[src/rtl/fetch_pkg.sv]
`default_nettype none
// ============================================================================
//  Module      : fetch_pkg
//  Description : Shared constants and address helpers for the fetch front end.
//  Revision    : 1.0 - initial release
// ============================================================================
package fetch_pkg;

    localparam int unsigned WORD_BYTES = 4;
    localparam int unsigned BYTE_OFF_W = 2;   // byte-within-word bits
    localparam int unsigned ADDR_MAX_W = 64;  // widest address the helpers handle

    // Bits needed to select a word inside a line.
    function automatic int unsigned word_off_w(input int unsigned line_words);
        return $clog2(line_words);
    endfunction

    // Bits needed to select a byte inside a line.
    function automatic int unsigned line_off_w(input int unsigned line_words);
        return $clog2(line_words) + BYTE_OFF_W;
    endfunction

    // Clear the line-offset bits of a byte address.
    function automatic logic [ADDR_MAX_W-1:0] line_align(input logic [ADDR_MAX_W-1:0] addr,
                                                         input int unsigned          line_words);
        logic [ADDR_MAX_W-1:0] mask;
        mask = ADDR_MAX_W'(line_words * WORD_BYTES) - ADDR_MAX_W'(1);
        return addr & ~mask;
    endfunction

    // Index of the word addressed by a byte address within its line.
    function automatic int unsigned word_off(input logic [ADDR_MAX_W-1:0] addr,
                                             input int unsigned          line_words);
        return 32'((addr >> BYTE_OFF_W) & ADDR_MAX_W'(line_words - 1));
    endfunction

endpackage
`default_nettype wire

[src/rtl/line_fifo.sv]
`default_nettype none
// ============================================================================
//  Module      : line_fifo
//  Description : Synchronous FIFO holding fetched lines tagged with address.
//                Push and pop together are allowed when full.
//  Revision    : 1.0 - initial release
// ============================================================================
module line_fifo #(
    parameter int DATA_W = 160,
    parameter int DEPTH  = 4
) (
    input  logic                      clk,
    input  logic                      rst,
    input  logic                      clear_i,
    input  logic                      push_i,
    input  logic [DATA_W-1:0]         data_i,
    input  logic                      pop_i,
    output logic [DATA_W-1:0]         data_o,
    output logic [$clog2(DEPTH):0]    count_o,
    output logic                      full_o,
    output logic                      empty_o
);

    localparam int AW    = $clog2(DEPTH);
    localparam int CNT_W = AW + 1;

    logic [DATA_W-1:0] mem [DEPTH];
    logic [AW-1:0]     wr_ptr_q;
    logic [AW-1:0]     rd_ptr_q;
    logic [CNT_W-1:0]  count_q;
    logic              w_push;
    logic              w_pop;

    assign full_o  = (count_q == CNT_W'(DEPTH));
    assign empty_o = (count_q == '0);
    assign count_o = count_q;
    assign data_o  = mem[rd_ptr_q];

    // A push into a full FIFO is only legal when the head leaves the same cycle.
    assign w_pop  = pop_i && !empty_o && !clear_i;
    assign w_push = push_i && (!full_o || w_pop) && !clear_i;

    // Pointer and occupancy bookkeeping.
    always_ff @(posedge clk) begin
        if (rst || clear_i) begin
            wr_ptr_q <= '0;
            rd_ptr_q <= '0;
            count_q  <= '0;
        end else begin
            if (w_push) wr_ptr_q <= wr_ptr_q + AW'(1);
            if (w_pop)  rd_ptr_q <= rd_ptr_q + AW'(1);
            if (w_push && !w_pop)      count_q <= count_q + CNT_W'(1);
            else if (w_pop && !w_push) count_q <= count_q - CNT_W'(1);
        end
    end

    // Storage array; contents are only meaningful between the pointers.
    always_ff @(posedge clk) begin
        if (w_push) mem[wr_ptr_q] <= data_i;
    end

endmodule
`default_nettype wire

[src/rtl/fetch_line_buffer.sv]
`default_nettype none
// ============================================================================
//  Module      : fetch_line_buffer
//  Description : Instruction-fetch front end. Issues in-order line requests,
//                buffers returned lines and streams one instruction per cycle
//                with PC / PC+4. Flush discards buffered and in-flight lines.
//  Revision    : 1.0 - initial release
// ============================================================================
module fetch_line_buffer
    import fetch_pkg::*;
#(
    parameter int                WORD_W     = 32,
    parameter int                LINE_WORDS = 4,
    parameter int                DEPTH      = 4,
    parameter int                ADDR_W     = 32,
    parameter logic [ADDR_W-1:0] RESET_PC   = '0
) (
    input  logic                         clk,
    input  logic                         rst,
    output logic                         req_valid,
    output logic [ADDR_W-1:0]            req_addr,
    input  logic                         req_ready,
    input  logic                         resp_valid,
    input  logic [WORD_W*LINE_WORDS-1:0] resp_data,
    input  logic                         flush,
    input  logic [ADDR_W-1:0]            flush_pc,
    output logic                         instr_valid,
    input  logic                         instr_ready,
    output logic [WORD_W-1:0]            instr,
    output logic [ADDR_W-1:0]            instr_pc,
    output logic [ADDR_W-1:0]            npc
);

    localparam int OFF_W   = word_off_w(LINE_WORDS);
    localparam int LINE_W  = WORD_W * LINE_WORDS;
    localparam int ENTRY_W = LINE_W + ADDR_W;
    localparam int CNT_W   = $clog2(DEPTH) + 1;
    // Drops can pile up across back-to-back flushes; sized for deep memory pipes.
    localparam int DROP_W  = 16;

    localparam logic [ADDR_W-1:0] LINE_BYTES = ADDR_W'(LINE_WORDS * WORD_BYTES);
    localparam logic [ADDR_W-1:0] RESET_LINE = ADDR_W'(line_align(64'(RESET_PC), LINE_WORDS));
    localparam logic [OFF_W-1:0]  RESET_OFF  = OFF_W'(word_off(64'(RESET_PC), LINE_WORDS));
    localparam logic [CNT_W:0]    DEPTH_C    = (CNT_W+1)'(DEPTH);

    logic [CNT_W-1:0]  outstanding_q, outstanding_d;
    logic [DROP_W-1:0] drop_cnt_q, drop_cnt_d;
    logic [ADDR_W-1:0] req_addr_q, req_addr_d;
    logic [ADDR_W-1:0] resp_addr_q, resp_addr_d;   // address of next live response
    logic [OFF_W-1:0]  ptr_q, ptr_d;

    logic [CNT_W-1:0]   w_count;
    logic               w_full, w_empty;
    logic [ENTRY_W-1:0] w_head;
    logic [ADDR_W-1:0]  w_head_addr;
    logic [LINE_W-1:0]  w_head_data;
    logic [ADDR_W-1:0]  w_flush_line;
    logic [OFF_W-1:0]   w_flush_off;
    logic               w_credit_ok, w_fire_req, w_live_resp;
    logic               w_push, w_take, w_pop, w_valid;
    logic [ADDR_W-1:0]  w_pc;

    assign w_flush_line = ADDR_W'(line_align(64'(flush_pc), LINE_WORDS));
    assign w_flush_off  = OFF_W'(word_off(64'(flush_pc), LINE_WORDS));

    // Credit counts buffered lines plus live requests still in flight.
    assign w_credit_ok = ((CNT_W+1)'(w_count) + (CNT_W+1)'(outstanding_q)) < DEPTH_C;
    assign req_valid   = !rst && !flush && w_credit_ok;
    assign req_addr    = req_addr_q;
    assign w_fire_req  = req_valid && req_ready;

    assign w_live_resp = resp_valid && (drop_cnt_q == '0);
    assign w_valid     = !rst && !w_empty;
    assign w_take      = w_valid && instr_ready && !flush;
    assign w_pop       = w_take && (ptr_q == OFF_W'(LINE_WORDS - 1));
    assign w_push      = w_live_resp && !flush && (!w_full || w_pop);

    line_fifo #(
        .DATA_W (ENTRY_W),
        .DEPTH  (DEPTH)
    ) u_fifo (
        .clk     (clk),
        .rst     (rst),
        .clear_i (flush),
        .push_i  (w_push),
        .data_i  ({resp_addr_q, resp_data}),
        .pop_i   (w_pop),
        .data_o  (w_head),
        .count_o (w_count),
        .full_o  (w_full),
        .empty_o (w_empty)
    );

    assign w_head_addr = w_head[ENTRY_W-1 -: ADDR_W];
    assign w_head_data = w_head[LINE_W-1:0];
    assign w_pc        = w_head_addr + ADDR_W'({ptr_q, {BYTE_OFF_W{1'b0}}});

    assign instr_valid = w_valid;
    assign instr       = w_valid ? w_head_data[int'(ptr_q)*WORD_W +: WORD_W] : '0;
    assign instr_pc    = w_valid ? w_pc : '0;
    assign npc         = w_valid ? (w_pc + ADDR_W'(WORD_BYTES)) : '0;

    // Next-state for credits, drop counter, addresses and word pointer; flush wins.
    always_comb begin
        outstanding_d = outstanding_q;
        drop_cnt_d    = drop_cnt_q;
        req_addr_d    = req_addr_q;
        resp_addr_d   = resp_addr_q;
        ptr_d         = ptr_q;

        if (w_fire_req) begin
            outstanding_d = outstanding_d + CNT_W'(1);
            req_addr_d    = req_addr_q + LINE_BYTES;
        end
        if (w_live_resp) outstanding_d = outstanding_d - CNT_W'(1);
        if (resp_valid && (drop_cnt_q != '0)) drop_cnt_d = drop_cnt_q - DROP_W'(1);
        if (w_push) resp_addr_d = resp_addr_q + LINE_BYTES;
        if (w_take) ptr_d = w_pop ? '0 : ptr_q + OFF_W'(1);

        if (flush) begin
            // Everything still in flight becomes a drop; the response arriving now
            // (live or already a drop) is consumed this cycle.
            outstanding_d = '0;
            drop_cnt_d    = drop_cnt_q + DROP_W'(outstanding_q) - DROP_W'(resp_valid);
            req_addr_d    = w_flush_line;
            resp_addr_d   = w_flush_line;
            ptr_d         = w_flush_off;
        end
    end

    // State registers with reset taking priority.
    always_ff @(posedge clk) begin
        if (rst) begin
            outstanding_q <= '0;
            drop_cnt_q    <= '0;
            req_addr_q    <= RESET_LINE;
            resp_addr_q   <= RESET_LINE;
            ptr_q         <= RESET_OFF;
        end else begin
            outstanding_q <= outstanding_d;
            drop_cnt_q    <= drop_cnt_d;
            req_addr_q    <= req_addr_d;
            resp_addr_q   <= resp_addr_d;
            ptr_q         <= ptr_d;
        end
    end

endmodule
`default_nettype wire

[config.mk]
export PLATFORM = sky130hd
export DESIGN_NAME = fetch_line_buffer
export DESIGN_NICKNAME = d
export VERILOG_FILES = /design/src/rtl/fetch_pkg.sv /design/src/rtl/line_fifo.sv /design/src/rtl/fetch_line_buffer.sv
export SDC_FILE = /design/constraint.sdc
export NUM_CORES = 1
export LEC_CHECK = 0
export ABC_CLOCK_PERIOD_IN_PS = 11800
export CELL_PAD_IN_SITES_DETAIL_PLACEMENT = 0
export CELL_PAD_IN_SITES_GLOBAL_PLACEMENT = 1
export CORE_ASPECT_RATIO = 1.4
export CORE_MARGIN = 3
export CORE_UTILIZATION = 30
export CTS_CLUSTER_DIAMETER = 30
export CTS_CLUSTER_SIZE = 8
export DETAILED_ROUTE_END_ITERATION = 10
export PLACE_DENSITY = 0.57
export SLEW_MARGIN = 5
export SYNTH_ARGS = -nofsm -noshare
export SYNTH_HDL_FRONTEND = slang
export SYNTH_HIERARCHICAL = 1
export SYNTH_SLANG_ARGS = --single-unit
[constraint.sdc]
create_clock -name clk -period 11.8 [get_ports clk]
set_clock_uncertainty 0.1 [all_clocks]
set_input_delay 1.77 -clock clk [delete_from_list [all_inputs] [get_ports clk]]
set_output_delay 1.77 -clock clk [all_outputs]
set_load 0.02 [all_outputs]
==> results.yml, run 1 <==
run_status:
  status: "complete, no violations"
sta:
  relSlewSlack_pct: 27.6
  tns_ns: 0
  worstMarginPinSlew_ns: 1.09
  slew_viol_final: 0
  fmax_mhz: 119
  final_hold_viol_count: 0
  grt_setup_unrepaired: "false"
  period_share_pct: 71.5
  min_period_ns: 8.44
  setup-violations-final: 0
finish:
  drive_above_1_share_pct: 19.3
  syn2layout_area_growth_pct: 28.5
  final_common_cell: "edfxtp_1"
  final_nets: 2514
  final_core_util_pct: 39.0
  final_cell_mix: "edfxtp_1, clkdlybuf4s50_1, mux4_2"
  num-fill-cells: 9526
  final_cell_area_mm2: 0.0406
setup_path:
  cp.required_ns: 9.93
  crit_path_max_incr_delay_ns: 0.75
  critical_path_buf_inv_count: 2
  crit_slowest_cell: "clkdlybuf4s50_1"
  worstPathCellList: "buf_4 -> mux4_2 -> ha_1 -> fa_1 -> xor2_1 -> and3_1 -> o211ai_1 -> nor3_2 -> nand4bb_2 -> o21a_1 -> nor3_1 -> clkdlybuf4s50_1"
  cp_max_fo: 26
  cp-start-kind: "flip-flop"
  cp-end-kind: "output port"
  critPathKind: "flip-flop to output port"
  cpLargestDelayFamily: "simple AND/OR/NAND/NOR gates"
  critPathArrivalTime_ns: 6.57
global_route:
  antenna_found_initial: 21
  grt_pass1_vias: 19671
  grt_usage_pct: 15.2
  grt_overflow_total: 0
  grt_max_degree: 122
  grt_first_pass_wirelength_um: 124000
floorplanning:
  rows: 140
  core_mm2: 0.104
  dieArea_mm2: 0.109
  die_w_um: 280
  ios: 296
  die_h_um: 390
  initial_core_util_pct: 30.3
drt:
  drtPass1Iterations: 7
  via_count: 18398
  drc: 0
  viasPerCell: 4.89
  ant_nets: 0
  wirelength_um: 82500
  drtIter0Drc: 1244
  wl_per_cell_um: 21.9
clocking:
  clock_sinks: 726
  worstSkewPairLatency_ns: 0.73
  cts_buffers: 141
  cts_setup_buffers: 0
  hold_buffers: 0
  cts_max_level: 4
  cts_tree: "yes"
  clockBufferDepth: 3
  cts-root-buf: "clkbuf_16"
  path_clk_slew_ns: 0.04
  ctsResizeCount: 0
yosys:
  ys_types: 86
  synthFlopType: "edfxtp_1"
  yosys.area_share.xor_xnor_pct: 3.10
  synth_compound_area_share_pct: 4.04
  synth_area_leaders: "edfxtp_1, mux4_2, dfxtp_1"
  synth_top_family_by_area: "multiplexers"
  syn_area_per_cell_um2: 16.4
  synth_top_area_share_pct: 60.8
  yosysTopAreaCell: "edfxtp_1"
  async_flop_share_pct: 0
  netlist_area_mm2: 0.0316
  ys_seq_area_share_pct: 66.2
  syn_inst: 1929
  synthAdderAreaFrac_pct: 2.01
  muxShareOfSynthArea_pct: 14.1
  synthSimpleGateAreaFrac_pct: 8.19
  ys_ff_latch: 726
  synth_edf_count: 640
  yosys_warnings: 6
placement:
  placed_area_mm2: 0.0360
  hpwlAfterDp_um: 52300
  io_buffers: 289
  gp_congestion: 0.814
power_and_ir_drop:
  p_per_area_mw_per_mm2: 181
  power_mw: 7.35
  p_leak_nw: 13.0
  ir_drop_mv: 0.113
flow_run:
  max_cap_violations: 0
min_path:
  hp-class: "flip-flop to flip-flop"
==> state kept, by name, indices dropped and copies added (netlist names), named ones only <==
register and cells:
req_addr 28, outstanding_q 3, u_fifo/wr_ptr_q 2, u_fifo/count_o 3, ptr_q 2, u_fifo/mem 640
drop_cnt_q 16, u_fifo/rd_ptr_q 2, resp_addr_q 28
==> worst register-to-register path: stages, from the launching register on <==
cell       delay, ns
dfxtp_2         0.41
buf_4           0.37
ha_1            0.25
nand4bb_1       0.20
nand2_1         0.21
and2_0          0.72
inv_1           0.25
nor2_1          0.13
nor2b_1         0.45
and3_4          0.27
buf_4           0.80
buf_4           0.95
==> through the flow <==
stage / hold slack [ns] / worst slack (ns) / std cells
6_report: 0.402 / 3.36 / 3764
5_1_grt: 0.439 / 2.83 / 3756
4_1_cts: 0.401 / 3.17 / 3754
3_5_place_dp: 0.391 / 4.01 / 3505
3_3_place_gp: 0.369 / 4.02 / 3505
2_1_floorplan: 0.359 / 5.95 / 1948
==> cell usage after synthesis, drive strengths merged, types with 23 or more instances <==
| cell | count |
|---|---|
| mux4 | 192 |
| inv | 61 |
| a21oi | 52 |
| nand4 | 23 |
| clkbuf | 49 |
| nand3 | 48 |
| dfxtp | 86 |
| nor2 | 130 |
| xor2 | 39 |
| edfxtp | 640 |
| o21ai | 30 |
| buf | 56 |
| nor3 | 33 |
| and2 | 55 |
| a21boi | 23 |
| nand2 | 79 |
| ha | 46 |
| xnor2 | 72 |
==> final timing paths <==
kind | slack [ns] | cells past startpoint | start | endpoint
hold / removal | 0.40 | 2 | u_fifo/rd_ptr_q[1]$_SDFFE_PP0P_ | flip-flop
hold reg to reg | 0.40 | 2 | u_fifo/rd_ptr_q[1]$_SDFFE_PP0P_ | flip-flop
setup reg to reg | 6.26 | 11 | ptr_q[1]$_SDFFE_PP0P_ | u_fifo/mem[3][30]$_DFFE_PP_
setup / recovery | 3.36 | 12 | flip-flop | npc[25]
==> cells by family after synthesis <==
family	count (synthesis)
muxes	204
AOI/OAI and AO/OA	191
and+or+nand+nor	481
xor gates and xnor gates	111
adders and majority gates	49
other	1
DFF	726
buffers and inverters	166
==> where the power goes <==
part	switching [mW]	total (mW)	internal [mW]	leakage (nW)
registers	0.0461	2.89	2.84	6.48
logic	0.351	0.642	0.290	4.31
clock network	1.34	3.82	2.47	2.21
total	1.74	7.35	5.61	13.0
==> per-layer routing <==
layer | track usage, % | share of wire (%) | wire, µm | vias to the layer above
li1 | - | - | - | 8337
met1 | 17.5 | 39 | 32300 | 9458
met2 | 26.4 | 52 | 42900 | 448
met3 | 4.71 | 6.3 | 5190 | 145
met4 | 5.74 | 2.5 | 2100 | 10
met5 | 0 | 0.081 | 67 | -
==> layout make-up <==
type / count / area [µm²] / share of cell area (%)
inverter: 61 / 229 / 0.564
clock buffer: 169 / 3630 / 8.94
sequential: 726 / 21000 / 51.6
clock inverter: 80 / 998 / 2.46
antenna: 10 / 25.0 / 0.0616
timing repair buffer: 313 / 3080 / 7.57
tap: 1349 / 1690 / 4.15
multi-input combinational: 1056 / 10000 / 24.7
No activity file was read; power rests on OpenSTA's default activity.
==> inputs of run 2 (changes only) <==
Settings changed: ABC_CLOCK_PERIOD_IN_PS 11800 to 7600, PLACE_DENSITY 0.57 to 0.59.
Clock period 11.8 ns to 7.6 ns, I/O delays scaled along.
==> run 2 against run 1 <==
  * Final area about the same
  * Combinational power up 56%
  * First-iteration DRC count down 9.2%
  * Count of clock-buffer cells in the layout up 7
  * Sequential power up 55%
  * Non-clock buffer count up 5
  * Die area unchanged
  * Largest power group unchanged
  * Highest routed layer unchanged
==> results.yml, run 2 (synthesis gave the netlist of run 1 again) <==
run_status:
  status: "complete, no violations"
setup_path:
  cp-start-kind: "flip-flop"
  cp-end-kind: "output port"
  cp.required_ns: 6.36
  critPathArrivalTime_ns: 5.53
  r2r_start: "ptr_q[1]$_SDFFE_PP0P_"
  critPathKind: "flip-flop to output port"
  cp_max_fo: 20
global_route:
  grt_overflow_total: 0
  grt.met1_usage_pct: 17.7
  grt_first_pass_wirelength_um: 123000
  grt_pass1_vias: 19671
  antenna_found_initial: 9
  grt_max_degree: 92
  top_usage_layer: "met2"
  grt_usage_pct: 15.0
  use_met3_pct: 3.81
  grtUsageMet2_pct: 26.1
sta:
  fmax_mhz: 148
  layout_setup_ws_ns: 0.833
  period_share_pct: 89.0
  worstMarginPinSlew_ns: 0.986
  setup-violations-final: 0
  min_period_ns: 6.77
  relSlewSlack_pct: 34.2
  final_hold_viol_count: 0
  grt_setup_unrepaired: "false"
  slew_viol_final: 0
  tns_ns: 0
power_and_ir_drop:
  p_per_area_mw_per_mm2: 279
  p_leak_nw: 13.0
  ir_drop_mv: 0.156
  power_mw: 11.3
placement:
  io_buffers: 289
  placed_area_mm2: 0.0361
  gp_congestion: 0.805
  place_ws_ns: 1.43
  dp.cells: 3510
  hpwlAfterDp_um: 52800
drt:
  via_count: 18408
  ant_nets: 0
  wirelength_um: 81600
  wl_per_cell_um: 21.7
  drc: 0
  drtIter0Drc: 1130
  drtPass1Iterations: 6
  viasPerCell: 4.90
finish:
  regMostFlops: "u_fifo/mem"
  final_cell_mix: "edfxtp_1, clkdlybuf4s50_1, mux4_2"
  final_nets: 2519
  num-fill-cells: 9543
  syn2layout_area_growth_pct: 28.6
  final_cell_area_mm2: 0.0407
  final_common_cell: "edfxtp_1"
  instances_no_fill: 3755
  drive_above_1_share_pct: 19.2
  largest_reg_flops: 640
flow_run:
  max_cap_violations: 0
floorplanning:
  initial_core_util_pct: 30.3
  die_w_um: 280
  ios: 296
  core_mm2: 0.104
  die_h_um: 390
  dieArea_mm2: 0.109
  rows: 140
min_path:
  hp-class: "flip-flop to flip-flop"
  min_from: "u_fifo/rd_ptr_q[1]$_SDFFE_PP0P_"
clocking:
  clockBufferDepth: 3
  path_clk_slew_ns: 0.05
  cts-root-buf: "clkbuf_16"
  cts_max_level: 4
  cts_setup_buffers: 0
  cts_tree: "yes"
  ctsResizeCount: 0
  worstSkewPairLatency_ns: 0.70
  clock_sinks: 726
  cts_buffers: 141
  hold_buffers: 0
==> run 2: power breakdown <==
part / internal [mW] / switching (mW)
registers: 4.41 / 0.0671
logic: 0.452 / 0.549
clock network: 3.89 / 1.95
==> run 2: per-stage QoR <==
| stage | hold WS (ns) | utilization (%) |
|---|---|---|
| after floorplan | 0.359 | - |
| after global placement | 0.373 | 34.6 |
| after detailed placement | 0.388 | 34.6 |
| after CTS | 0.395 | 39.0 |
| after global routing | 0.427 | 39.0 |
| final | 0.394 | 39.0 |
==> run 2: layout make-up <==
type                       instances  area, µm²  area share, %
clock buffer                     176       3800           9.34
inverter                          61        229          0.563
antenna                            5       12.5         0.0308
tap                             1349       1690           4.15
multi-input combinational       1056      10000           24.7
timing repair buffer             318       3210           7.90
clock inverter                    64        738           1.82
sequential                       726      21000           51.5
==> run 2: layer usage <==
metal | up-vias | part of all wire (%)
met5 | - | 0.063
met4 | 8 | 2.7
met2 | 494 | 52
met3 | 142 | 5.7
met1 | 9413 | 40
li1 | 8351 | -
==> run 2: final timing paths <==
check | slack, ns | depth (start not counted) | to
setup / recovery | 0.83 | 11 | npc[28]
setup reg to reg | 2.35 | 15 | u_fifo/count_o[2]$_SDFFE_PP0P_
hold reg to reg | 0.39 | 2 | flip-flop
hold / removal | 0.39 | 2 | flip-flop
==> run 2: critical path, cell delays in order, from the launching register on <==
cell	delay (ns)
dfxtp_4	0.55
mux4_2	0.35
ha_1	0.31
fa_1	0.62
and4_1	0.29
nand4_4	0.18
nor2_1	0.07
xnor2_1	0.36
o2111ai_2	0.47
nor4_1	0.58
mux2_1	0.38
clkdlybuf4s50_1	0.63
==> inputs of run 3 (changes only) <==
Settings changed: TNS_END_PERCENT set to 30.
==> results of run 3 <==
Same layout as run 2: the final DEF is identical, and so are final timing and power.
